$ cat src/rtl/alu_pkg.sv
// alu_pkg: shared FP8 E4M3 format constants, opcodes and FSM states for the alu
package alu_pkg;
    localparam int EXP_W = 4;
    localparam int MAN_W = 3;
    localparam int BIAS  = 7;

    localparam logic [3:0] OP_ADD = 4'b0001;
    localparam logic [3:0] OP_MUL = 4'b0010;

    // magnitude used for overflow: exponent 15, mantissa 6 (448)
    localparam logic [6:0] SAT = 7'b1111110;

    typedef enum logic [1:0] {IDLE, EXEC, NORM, DONE} state_t;
endpackage

$ cat src/rtl/fp8_norm_pack.sv
// fp8_norm_pack: leading-one normalise, truncate, flush-to-zero and saturate into FP8 E4M3
//   sign_i  result sign
//   exp_i   signed biased exponent, valid when the leading one sits at sig_i[6]
//   sig_i   significand with 6 fractional bits (leading one at bit 6 or 7, or lower after cancellation)
//   fp_o    packed FP8 result
module fp8_norm_pack
    import alu_pkg::*;
(
    input  logic              sign_i,
    input  logic signed [6:0] exp_i,
    input  logic        [7:0] sig_i,
    output logic        [7:0] fp_o
);
    logic [2:0] lead;
    logic signed [7:0] exp_n;
    logic [MAN_W-1:0] man;

    always_comb begin
        lead = '0;
        for (int i = 0; i < 8; i++)
            if (sig_i[i]) lead = 3'(i);
        // move the leading one to bit 7; the next three bits are the truncated mantissa
        man = 3'((sig_i << (3'd7 - lead)) >> 4);
        exp_n = {exp_i[6], exp_i} + 8'(lead) - 8'sd6;
        fp_o = (sig_i == '0 || exp_n <= 8'sd0) ? 8'h00 :
               (exp_n > 8'sd15 || (exp_n == 8'sd15 && man == 3'b111)) ? {sign_i, SAT} :
               {sign_i, exp_n[EXP_W-1:0], man};
    end
endmodule

$ cat src/rtl/alu.sv
// alu: multi-cycle FP8 E4M3 add/multiply, one operation launched per reset release
//   a, b             FP8 operands, sampled on the first edge after reset falls
//   alu_ctrl         opcode (ADD / MUL, others give +0)
//   clock, reset     rising-edge clock, async active-high reset
//   y                packed FP8 result
//   is_output_valid  sticky until the next reset
module alu
    import alu_pkg::*;
(
    input  logic [7:0] a,
    input  logic [7:0] b,
    input  logic [3:0] alu_ctrl,
    input  logic       clock,
    input  logic       reset,
    output logic [7:0] y,
    output logic       is_output_valid
);
    state_t state_q, state_d;
    logic sa_q, sb_q, rs_q, rs_d, valid_q, a_big, add_s;
    logic [EXP_W-1:0] ea_q, eb_q, big_e, diff;
    logic [MAN_W:0] ma_q, mb_q;
    logic signed [6:0] re_q, re_d;
    logic [7:0] rsig_q, rsig_d, sum, prod, y_q, y_d;
    logic [6:0] big_sig, sml_sig;
    logic [3:0] op_q;

    always_comb begin
        state_d = state_q == IDLE ? EXEC : state_q == EXEC ? NORM : DONE;
        // larger magnitude operand decides the sign and the reference exponent
        a_big = (ea_q > eb_q) || (ea_q == eb_q && ma_q >= mb_q);
        big_e = a_big ? ea_q : eb_q;
        diff = a_big ? ea_q - eb_q : eb_q - ea_q;
        big_sig = {a_big ? ma_q : mb_q, 3'b000};
        // a 7-bit value shifted by 7 or more is already zero
        sml_sig = {a_big ? mb_q : ma_q, 3'b000} >> diff;
        sum = sa_q == sb_q ? {1'b0, big_sig} + {1'b0, sml_sig} : {1'b0, big_sig} - {1'b0, sml_sig};
        add_s = a_big ? sa_q : sb_q;
        prod = {4'b0000, ma_q} * {4'b0000, mb_q};
        rs_d = op_q == OP_ADD ? add_s : op_q == OP_MUL ? sa_q ^ sb_q : 1'b0;
        re_d = op_q == OP_ADD ? {3'b000, big_e} :
               op_q == OP_MUL ? {3'b000, ea_q} + {3'b000, eb_q} - 7'(BIAS) : 7'sd0;
        rsig_d = op_q == OP_ADD ? sum : op_q == OP_MUL ? prod : 8'h00;
    end

    fp8_norm_pack u_norm (
        .sign_i (rs_q),
        .exp_i  (re_q),
        .sig_i  (rsig_q),
        .fp_o   (y_d)
    );

    always_ff @(posedge clock or posedge reset)
        if (reset) state_q <= IDLE;
        else state_q <= state_d;

    always_ff @(posedge clock or posedge reset)
        if (reset) begin
            {sa_q, sb_q, ea_q, eb_q, ma_q, mb_q, op_q} <= '0;
            {rs_q, re_q, rsig_q} <= '0;
            y_q <= 8'h00;
            valid_q <= 1'b0;
        end else if (state_q == IDLE) begin
            sa_q <= a[7];
            sb_q <= b[7];
            ea_q <= a[6:3];
            eb_q <= b[6:3];
            // zero exponent flushes the operand, mantissa ignored
            ma_q <= a[6:3] == '0 ? '0 : {1'b1, a[2:0]};
            mb_q <= b[6:3] == '0 ? '0 : {1'b1, b[2:0]};
            op_q <= alu_ctrl;
        end else if (state_q == EXEC) begin
            rs_q <= rs_d;
            re_q <= re_d;
            rsig_q <= rsig_d;
        end else if (state_q == NORM) begin
            y_q <= y_d;
            valid_q <= 1'b1;
        end

    assign y = y_q;
    assign is_output_valid = valid_q;
endmodule

$ cat config.mk
export PLATFORM = sky130hd
export DESIGN_NAME = alu
export DESIGN_NICKNAME = d
export VERILOG_FILES = /design/src/rtl/alu_pkg.sv /design/src/rtl/fp8_norm_pack.sv /design/src/rtl/alu.sv
export SDC_FILE = /design/constraint.sdc
export NUM_CORES = 1
export LEC_CHECK = 0
export ABC_AREA = 0
export CORE_UTILIZATION = 42
export CTS_BUF_LIST = sky130_fd_sc_hd__clkbuf_8
export DETAILED_ROUTE_END_ITERATION = 12
export GPL_ROUTABILITY_DRIVEN = 0
export PLACE_DENSITY_LB_ADDON = 0.2
export SLEW_MARGIN = 5
export SYNTH_ARGS = -nofsm -noshare
export SYNTH_HDL_FRONTEND = slang
export SYNTH_SLANG_ARGS = --single-unit
$ cat constraint.sdc
create_clock -name clock -period 5 [get_ports clock]
set_input_delay 0.75 -clock clock [delete_from_list [all_inputs] [get_ports clock]]
set_output_delay 0.75 -clock clock [all_outputs]
set_load 0.05 [all_outputs]
==> results of run 1 <==
## kinds of logic (layout without fill, tap and decap cells)
kind of cell / count (synthesis) / in the layout / share of synthesized area
flops: 48 / 48 / 0.286
buf+inv: 69 / 95 / 0.0634
simple gates: 151 / 151 / 0.174
fa+ha+maj: 60 / 60 / 0.195
mux: 16 / 16 / 0.0524
compound gates: 122 / 122 / 0.200
xor+xnor: 13 / 13 / 0.0289
## worst max-delay path: cells and delay by family, from the launching register on
family	cells	cell delay, ns
xor gates and xnor gates	1	0.16
DFF	1	0.40
AOI/OAI and AO/OA	6	1.06
and+or+nand+nor	5	1.05
buffers and inverters	3	0.26
adders and majority gates	3	0.88
muxes	1	0.39
## layout make-up
class | instances | area [µm²] | area share
multi-input cells | 362 | 2740 | 0.574
clock buffers | 5 | 68.8 | 0.0144
well taps | 133 | 166 | 0.0349
flip-flops and latches | 48 | 1200 | 0.252
inverters | 54 | 203 | 0.0425
repair buffers | 33 | 323 | 0.0677
clock inverters | 3 | 68.8 | 0.0144
## cells in the mapped netlist (2+ instances only)
| cell type | instances | share of area |
|---|---|---|
| mux4_2 | 4 | 0.021 |
| xor2_1 | 3 | 0.0063 |
| o21ai_1 | 5 | 0.0060 |
| mux2i_1 | 7 | 0.017 |
| or4_1 | 3 | 0.0054 |
| o211ai_1 | 2 | 0.0036 |
| dfrtp_1 | 48 | 0.29 |
| clkbuf_1 | 14 | 0.013 |
| nor4b_1 | 2 | 0.0042 |
| o31ai_1 | 3 | 0.0054 |
| a21o_1 | 8 | 0.014 |
| nand3_1 | 3 | 0.0036 |
| o41a_1 | 2 | 0.0054 |
| xnor2_1 | 9 | 0.019 |
| nor2b_1 | 8 | 0.012 |
| a211oi_2 | 3 | 0.0089 |
| a31oi_1 | 2 | 0.0030 |
| mux2_2 | 4 | 0.011 |
| a22oi_1 | 5 | 0.0089 |
| o21bai_1 | 5 | 0.0089 |
| nand2_1 | 70 | 0.063 |
| nor3_1 | 7 | 0.0083 |
| or3_1 | 4 | 0.0060 |
| o21ai_0 | 26 | 0.031 |
| o221ai_1 | 6 | 0.013 |
| ha_1 | 51 | 0.15 |
| a22o_1 | 7 | 0.015 |
| a21oi_1 | 31 | 0.037 |
| or2_2 | 3 | 0.0045 |
| inv_1 | 54 | 0.048 |
| and2_1 | 6 | 0.0089 |
| nor2_1 | 28 | 0.025 |
| fa_1 | 9 | 0.043 |
| o41ai_1 | 2 | 0.0042 |
| nand2b_1 | 7 | 0.010 |
| nor4_1 | 2 | 0.0030 |
## report_power, final
group          internal, mW  total [mW]  leakage [nW]  switching (mW)
Sequential            0.407       0.431         0.597          0.0241
Combinational         0.219       0.504          1.55           0.286
Clock                 0.201       0.349        0.0687           0.148
## worst paths after layout
| check | end | slack, ns |
|---|---|---|
| worst max-delay path | rsig_q[6] | 0.67 |
| worst min-delay path | y[6] | 0.47 |
| worst max register to register | rsig_q[6] | 0.67 |
| worst min register to register | y[6] | 0.47 |
| max in group asynchronous | mb_q[3] | 3.37 |
| min in group asynchronous | y[1] | 0.99 |
## registers in the layout, summed over array words and instances, names as in the netlist
name             cells
mb_q                 4
state_q              2
eb_q                 4
sa_q                 1
op_q                 4
is_output_valid      1
ea_q                 4
re_q                 6
sb_q                 1
rs_q                 1
rsig_q               8
y                    8
ma_q                 4
## metal layers
layer  track usage  share of wire  up-vias
li1              -              -     1721
met1         0.258           0.49     1620
met2         0.315           0.47       52
met3        0.0328          0.025       11
met4        0.0527          0.015        0
met5             0              0        -
## per-stage QoR
step / instances / hold WS (ns)
after detailed placement: 630 / 0.455
after global placement: 630 / 0.449
final: 638 / 0.472
after floorplan: 479 / 0.450
after CTS: 638 / 0.478
after global routing: 638 / 0.498
==> reports/results.tsv, run 1 <==
metric	value	unit
Yosys warnings	0	
final setup violating endpoints	0	
cts hold-fix bufs	0	
R2R depth	19	
maximum vdd drop	0.161	mV
Final Util	0.490	
Cell Area, Synth	4200	µm²
crit start category	flop	
Die H	102	µm
die area	10400	µm²
predominant post-synthesis flop cell	dfrtp_1	
number of synthesized flops with an enable pin	0	
CP cell instances	inv_1 -> ha_1 -> inv_1 -> fa_1 -> a21o_1 -> a211o_4 -> nand2_8 -> mux2i_1 -> a22oi_2 -> or3_1 -> ha_1 -> inv_1 -> a21oi_1 -> nor2_1 -> nor3_1 -> or3_1 -> o21ai_1 -> xor2_1 -> o221ai_1	
design area	4770	µm²
post-DP HPWL	7.18	mm
number of antenna violations at the first check in global routing	0	
crit path from	ea_q[0]	
Yosys reg bits	48	
Post-CTS Setup Bufs	0	
Num Clock Sinks	48	
clk_skew	0.0132	ns
most common cell after layout, fill and taps aside	nand2_1	
largest net degree at the start of global routing	49	
largest fanout on the critical path	26	
post-CTS resize count	0	
most frequent cells in the layout	nand2_1, inv_1, ha_1	
Max-Cap Viols	0	
clk_lat worst skew	0.31	ns
row cnt	36	
antenna-violating nets left	0	
I/O pin count	31	
CTS Root Cell	clkbuf_8	
CTS max path bufs	2	
TritonCTS clock tree	yes	
synthesized netlist cell count	479	
Setup CP Type	flop to flop	
post-placement cell area	4630	µm²
sequential area share after synthesis	0.286	
WL final	9.14	mm
status	finished, final reports clean	
PortBufs	30	
Routed WL per cell	14.3	µm
Peak Freq	231	MHz
worst relative slew slack	0.320	
worst hold path startpoint	y[6]	
CTS buffer count	5	
die width	102	µm
Area Growth Syn to Fin	13.6	%
CP peak stage delay	0.40	ns
leak pwr	2.21	nW
mean post-synth cell area	8.77	µm²
# fillers	978	
1st-iter DRT viols	142	
final worst-path cycle share	0.865	
max-slew violations	0	
worst slack, placed	0.712	ns
Net Count, Synth	561	
Synth cell types	62	
first-pass GRT wire length	15.5	mm
Tmin final	4.33	ns
final worst slack	0.675	ns
htree depth	2	
grt ovf	0	
number of global-route vias before repair	3233	
worst hold path class	flop to flop	
starting density of the core	0.432	
Worst path slowest cell	dfrtp_1	
Power, Total	1.28	mW
vias per inst	5.34	
drt drc	0	
number of diodes	0	
clock-pin transition on the worst setup and hold timing paths	0.10	ns
Critical R2R Launch	ea_q[0]	
Critical Path RT	5.19	ns
ys async rst share	1.00	
worst hold path depth	2	
Core Area	9730	µm²
Fin Setup TNS	0	ns
RSZ-0062 raised after global routing	false	
crit end category	flop	
cell repeated most along the worst path	inv_1	
share of cells above drive strength 1	0.0792	
PD cells	269	nW/µm²
Via Count	3404	
drt pass-1 iters	4	
fin nets	586	
Fin. Hold Viols	0	
All-Layer GR Usage	0.191	
Worst Tran Pin Value	1.02	ns
Worst Path Arrival	4.52	ns
(Power assumes the default switching activity.)
==> run 2, diff against run 1 <==
--- a/config.mk
+++ b/config.mk
@@ -11,6 +11,7 @@
 export DETAILED_ROUTE_END_ITERATION = 12
 export GPL_ROUTABILITY_DRIVEN = 0
 export PLACE_DENSITY_LB_ADDON = 0.2
+export REMOVE_ABC_BUFFERS = 1
 export SLEW_MARGIN = 5
 export SYNTH_ARGS = -nofsm -noshare
 export SYNTH_HDL_FRONTEND = slang
==> run 2 against run 1 <==
Sequential share of layout area fell by 0.11 points. Clock power rose by 11%. Critical path depth unchanged. Non-clock buffer count unchanged. Count of clock-buffer cells in the layout stayed put. Clock skew is 0.0095 ns lower. Via count rose by 0.44%. Largest power group unchanged.
==> reports/results.tsv, run 2 (synthesis results as in run 1) <==
metric	value	unit
drt drc	0	
cts hold-fix bufs	0	
Via Count	3419	
Max-Cap Viols	0	
most frequent cells in the layout	nand2_1, inv_1, ha_1	
starting density of the core	0.432	
CTS buffer count	5	
Area Growth Syn to Fin	14.1	%
Setup CP Type	flop to flop	
htree depth	2	
Num Clock Sinks	48	
leak pwr	2.22	nW
post-DP HPWL	7.34	mm
1st-iter DRT viols	119	
die width	102	µm
# fillers	949	
final setup violating endpoints	0	
final worst-path cycle share	0.868	
crit end category	flop	
Fin. Hold Viols	0	
Worst Tran Pin Value	1.01	ns
Peak Freq	230	MHz
I/O pin count	31	
RSZ-0062 raised after global routing	false	
share of cells above drive strength 1	0.0792	
number of antenna violations at the first check in global routing	0	
most common cell after layout, fill and taps aside	nand2_1	
Post-CTS Setup Bufs	0	
Die H	102	µm
worst relative slew slack	0.325	
crit start category	flop	
PD cells	277	nW/µm²
vias per inst	5.36	
Worst Path Arrival	4.52	ns
worst hold path class	flop to flop	
grt ovf	0	
clock-pin transition on the worst setup and hold timing paths	0.09	ns
drt pass-1 iters	4	
max-slew violations	0	
PortBufs	30	
CTS Root Cell	clkbuf_8	
Multi-input gate area	2740	µm²
Routed WL per cell	14.7	µm
Fin Setup TNS	0	ns
first-pass GRT wire length	15.9	mm
Critical Path RT	5.18	ns
clk_lat worst skew	0.30	ns
Power, Total	1.33	mW
antenna-violating nets left	0	
post-CTS resize count	0	
status	finished, final reports clean	
maximum vdd drop	0.161	mV
number of global-route vias before repair	3297	
Core Area	9730	µm²
CTS max path bufs	2	
clk_skew	0.00370	ns
Final Util	0.492	
row cnt	36	
All-Layer GR Usage	0.196	
largest net degree at the start of global routing	49	
number of diodes	0	
fin nets	586	
die area	10400	µm²
Tmin final	4.34	ns
WL final	9.40	mm
largest fanout on the critical path	26	
Reg area	1200	µm²
TritonCTS clock tree	yes	
run 2: changes by cell type in the layout (fill, tap and decap cells not counted):
cell       previous run  this run
inv_6                 1         0
bufinv_16             2         3
run 2: critical path, cell delays in order, from the launching register on:
cell and delay (ns):
dfrtp_1 0.39, inv_1 0.11, ha_1 0.16, inv_1 0.06, fa_1 0.41, a21o_1 0.21
a211o_4 0.38, nand2_8 0.18, mux2i_1 0.38, a22oi_2 0.15, or3_1 0.39, ha_1 0.34
inv_1 0.10, a21oi_1 0.06, nor2_1 0.09, nor3_1 0.06, or3_1 0.31, o21ai_1 0.15
xor2_1 0.16, o221ai_1 0.12
run 2: routing by layer:
| metal | vias to the layer above | share of wire | global-route usage |
|---|---|---|---|
| met2 | 77 | 0.47 | 0.319 |
| met3 | 12 | 0.041 | 0.0246 |
| met4 | 0 | 0.020 | 0.0736 |
| met1 | 1611 | 0.47 | 0.267 |
| met5 | - | 0 | 0 |
| li1 | 1719 | - | - |
run 2: layout make-up:
class | count | share of cell area
timing repair buffer | 33 | 0.0674
multi-input combinational | 362 | 0.572
inverter | 54 | 0.0423
clock buffer | 5 | 0.0144
tap | 133 | 0.0347
clock inverter | 3 | 0.0188
sequential | 48 | 0.251
run 2: worst paths after layout:
| kind | startpoint | to | slack [ns] | depth (start not counted) |
|---|---|---|---|---|
| max in group asynchronous | reset | ma_q[0] | 3.36 | 2 |
| max | ea_q[0] | rsig_q[6] | 0.66 | 19 |
| max reg2reg | ea_q[0] | rsig_q[6] | 0.66 | 19 |
| min in group asynchronous | reset | y[6] | 1.00 | 2 |
| min reg2reg | y[6] | y[6] | 0.47 | 2 |
| min | y[6] | y[6] | 0.47 | 2 |
run 2: power by group:
group          total (mW)  internal (mW)  switching [mW]
combinational       0.505          0.220           0.285
clock               0.389          0.250           0.139
sequential          0.431          0.407          0.0246
run 2: metrics by stage:
step	hold slack, ns	cell area (µm²)	cells	setup WS, ns
2_1_floorplan	0.450	4140	464	0.989
3_3_place_gp	0.449	4630	630	0.850
3_5_place_dp	0.455	4630	630	0.715
4_1_cts	0.478	4790	638	0.694
5_1_grt	0.504	4790	638	0.363
6_report	0.471	4790	638	0.660
==> run 3, diff against run 2 <==
--- a/config.mk
+++ b/config.mk
@@ -5,7 +5,6 @@
 export SDC_FILE = /design/constraint.sdc
 export NUM_CORES = 1
 export LEC_CHECK = 0
-export ABC_AREA = 0
 export CORE_UTILIZATION = 42
 export CTS_BUF_LIST = sky130_fd_sc_hd__clkbuf_8
 export DETAILED_ROUTE_END_ITERATION = 12
==> constraint.sdc (replaced) <==
create_clock -name clock -period 4.1 [get_ports clock]
set_input_delay 0.615 -clock clock [delete_from_list [all_inputs] [get_ports clock]]
set_output_delay 0.615 -clock clock [all_outputs]
set_load 0.05 [all_outputs]
==> run 3 against run 2 <==
Non-clock buffer count is 25 higher. Total power rose by 26%. First-iteration DRC count shrank 13%. Sequential power rose by 21%. Count of clock-buffer cells in the layout is the same. Combinational power is 45% higher. Critical endpoint unchanged. Largest cell class unchanged. Largest power group unchanged.
==> reports/results.tsv, run 3 (synthesis results as in run 1) <==
metric	value	unit
Num Clock Sinks	48	
Tmin final	4.06	ns
antenna-violating nets left	0	
crit path from	ea_q[0]	
Area Growth Syn to Fin	21.4	%
fin nets	612	
Hold Slack	0.471	ns
cts hold-fix bufs	0	
PortBufs	30	
die area	10400	µm²
All-Layer GR Usage	0.198	
clock-pin transition on the worst setup and hold timing paths	0.10	ns
worst hold path startpoint	y[5]	
Setup CP Type	flop to flop	
worst hold path depth	2	
final worst-path cycle share	0.990	
Worst Path Arrival	4.21	ns
final setup violating endpoints	0	
R2R depth	19	
leak pwr	2.36	nW
grt ovf	0	
final worst slack	0.0408	ns
row cnt	36	
share of cells above drive strength 1	0.166	
drt drc	0	
worst slack, placed	0.0185	ns
r2r setup slk	0.04	ns
starting density of the core	0.432	
Core Area	9730	µm²
clk_skew	0.00648	ns
RSZ-0062 raised after global routing	true	
end of the worst register-to-register path	rsig_q[6]	
PD cells	328	nW/µm²
worst hold path class	flop to flop	
Fin. Hold Viols	0	
WL final	9.91	mm
Fin Setup TNS	0	ns
crit end category	flop	
max-slew violations	0	
CTS buffer count	5	
worst relative slew slack	0.302	
Die H	102	µm
clk_lat worst skew	0.31	ns
status	finished, final reports clean	
Routed WL per cell	14.9	µm
post-DP HPWL	7.37	mm
Via Count	3570	
Critical Path RT	4.25	ns
Worst Tran Pin Value	1.05	ns
maximum vdd drop	0.199	mV
Hold EP	y[5]	
number of antenna violations at the first check in global routing	0	
Final Util	0.524	
Peak Freq	246	MHz
largest fanout on the critical path	6	
design area	5100	µm²
htree depth	2	
die width	102	µm
most common cell after layout, fill and taps aside	nand2_1	
vias per inst	5.38	
CTS Root Cell	clkbuf_8	
I/O pin count	31	
drt pass-1 iters	4	
number of global-route vias before repair	3355	
most frequent cells in the layout	nand2_1, inv_1, ha_1	
crit start category	flop	
post-placement cell area	4740	µm²
Critical R2R Launch	ea_q[0]	
CTS max path bufs	2	
number of diodes	0	
first-pass GRT wire length	16.2	mm
TritonCTS clock tree	yes	
1st-iter DRT viols	104	
largest net degree at the start of global routing	49	
Max-Cap Viols	0	
run 3: metrics by stage:
stage                     total power [mW]  cells
after floorplan                      0.998    464
after global placement                1.16    644
after detailed placement              1.17    644
after CTS                             1.60    652
after global routing                  1.79    664
final                                 1.68    664
run 3: worst max-delay path by stage:
stage	endpoint	slack, ns	depth (start not counted)
after CTS	rsig_q[6]	0.02	19
after global placement	rsig_q[6]	0.11	19
final	rsig_q[6]	0.04	19
after global routing	rsig_q[6]	-0.15	19
after floorplan	rsig_q[6]	0.09	19
after detailed placement	rsig_q[6]	0.02	19
run 3: layer usage:
layer / wire length (µm) / vias to the layer above / global-route usage
li1: - / 1772 / -
met1: 4500 / 1686 / 0.267
met2: 4770 / 93 / 0.331
met3: 415 / 19 / 0.0260
met4: 221 / 0 / 0.0615
met5: 0 / - / 0
run 3: cell type report:
| cell class | instances | area [µm²] |
|---|---|---|
| Fill cell | 930 | 4630 |
| Sequential cell | 48 | 1200 |
| Clock buffer | 5 | 68.8 |
| Timing Repair Buffer | 58 | 514 |
| Clock inverter | 3 | 68.8 |
| Multi-Input combinational cell | 363 | 2870 |
| Tap cell | 133 | 166 |
| Inverter | 54 | 208 |
run 3: power breakdown:
part | switching [mW] | total, mW | internal, mW
clock | 0.175 | 0.421 | 0.246
sequential | 0.0243 | 0.520 | 0.496
combinational | 0.396 | 0.734 | 0.338
run 3: what timing repair did:
item | CTS | global route
setup buffers | 0 | 11
endpoints found under the setup margin | 1 | 4
resized for setup | 1 | 28
gates cloned | 0 | 1
pin swaps | 0 | 12
run 3: worst max-delay path, cell delays in order, from the launching register on:
cell	delay, ns
dfrtp_1	0.40
inv_2	0.08
ha_4	0.14
inv_4	0.04
fa_2	0.35
a21o_1	0.21
a211o_4	0.39
nand2_8	0.10
mux2i_4	0.26
a22oi_2	0.11
or3_4	0.42
ha_4	0.27
inv_4	0.05
a21oi_2	0.04
nor2_1	0.13
nor3_2	0.07
or3_4	0.40
o21ai_2	0.14
xor2_1	0.15
o221ai_1	0.13
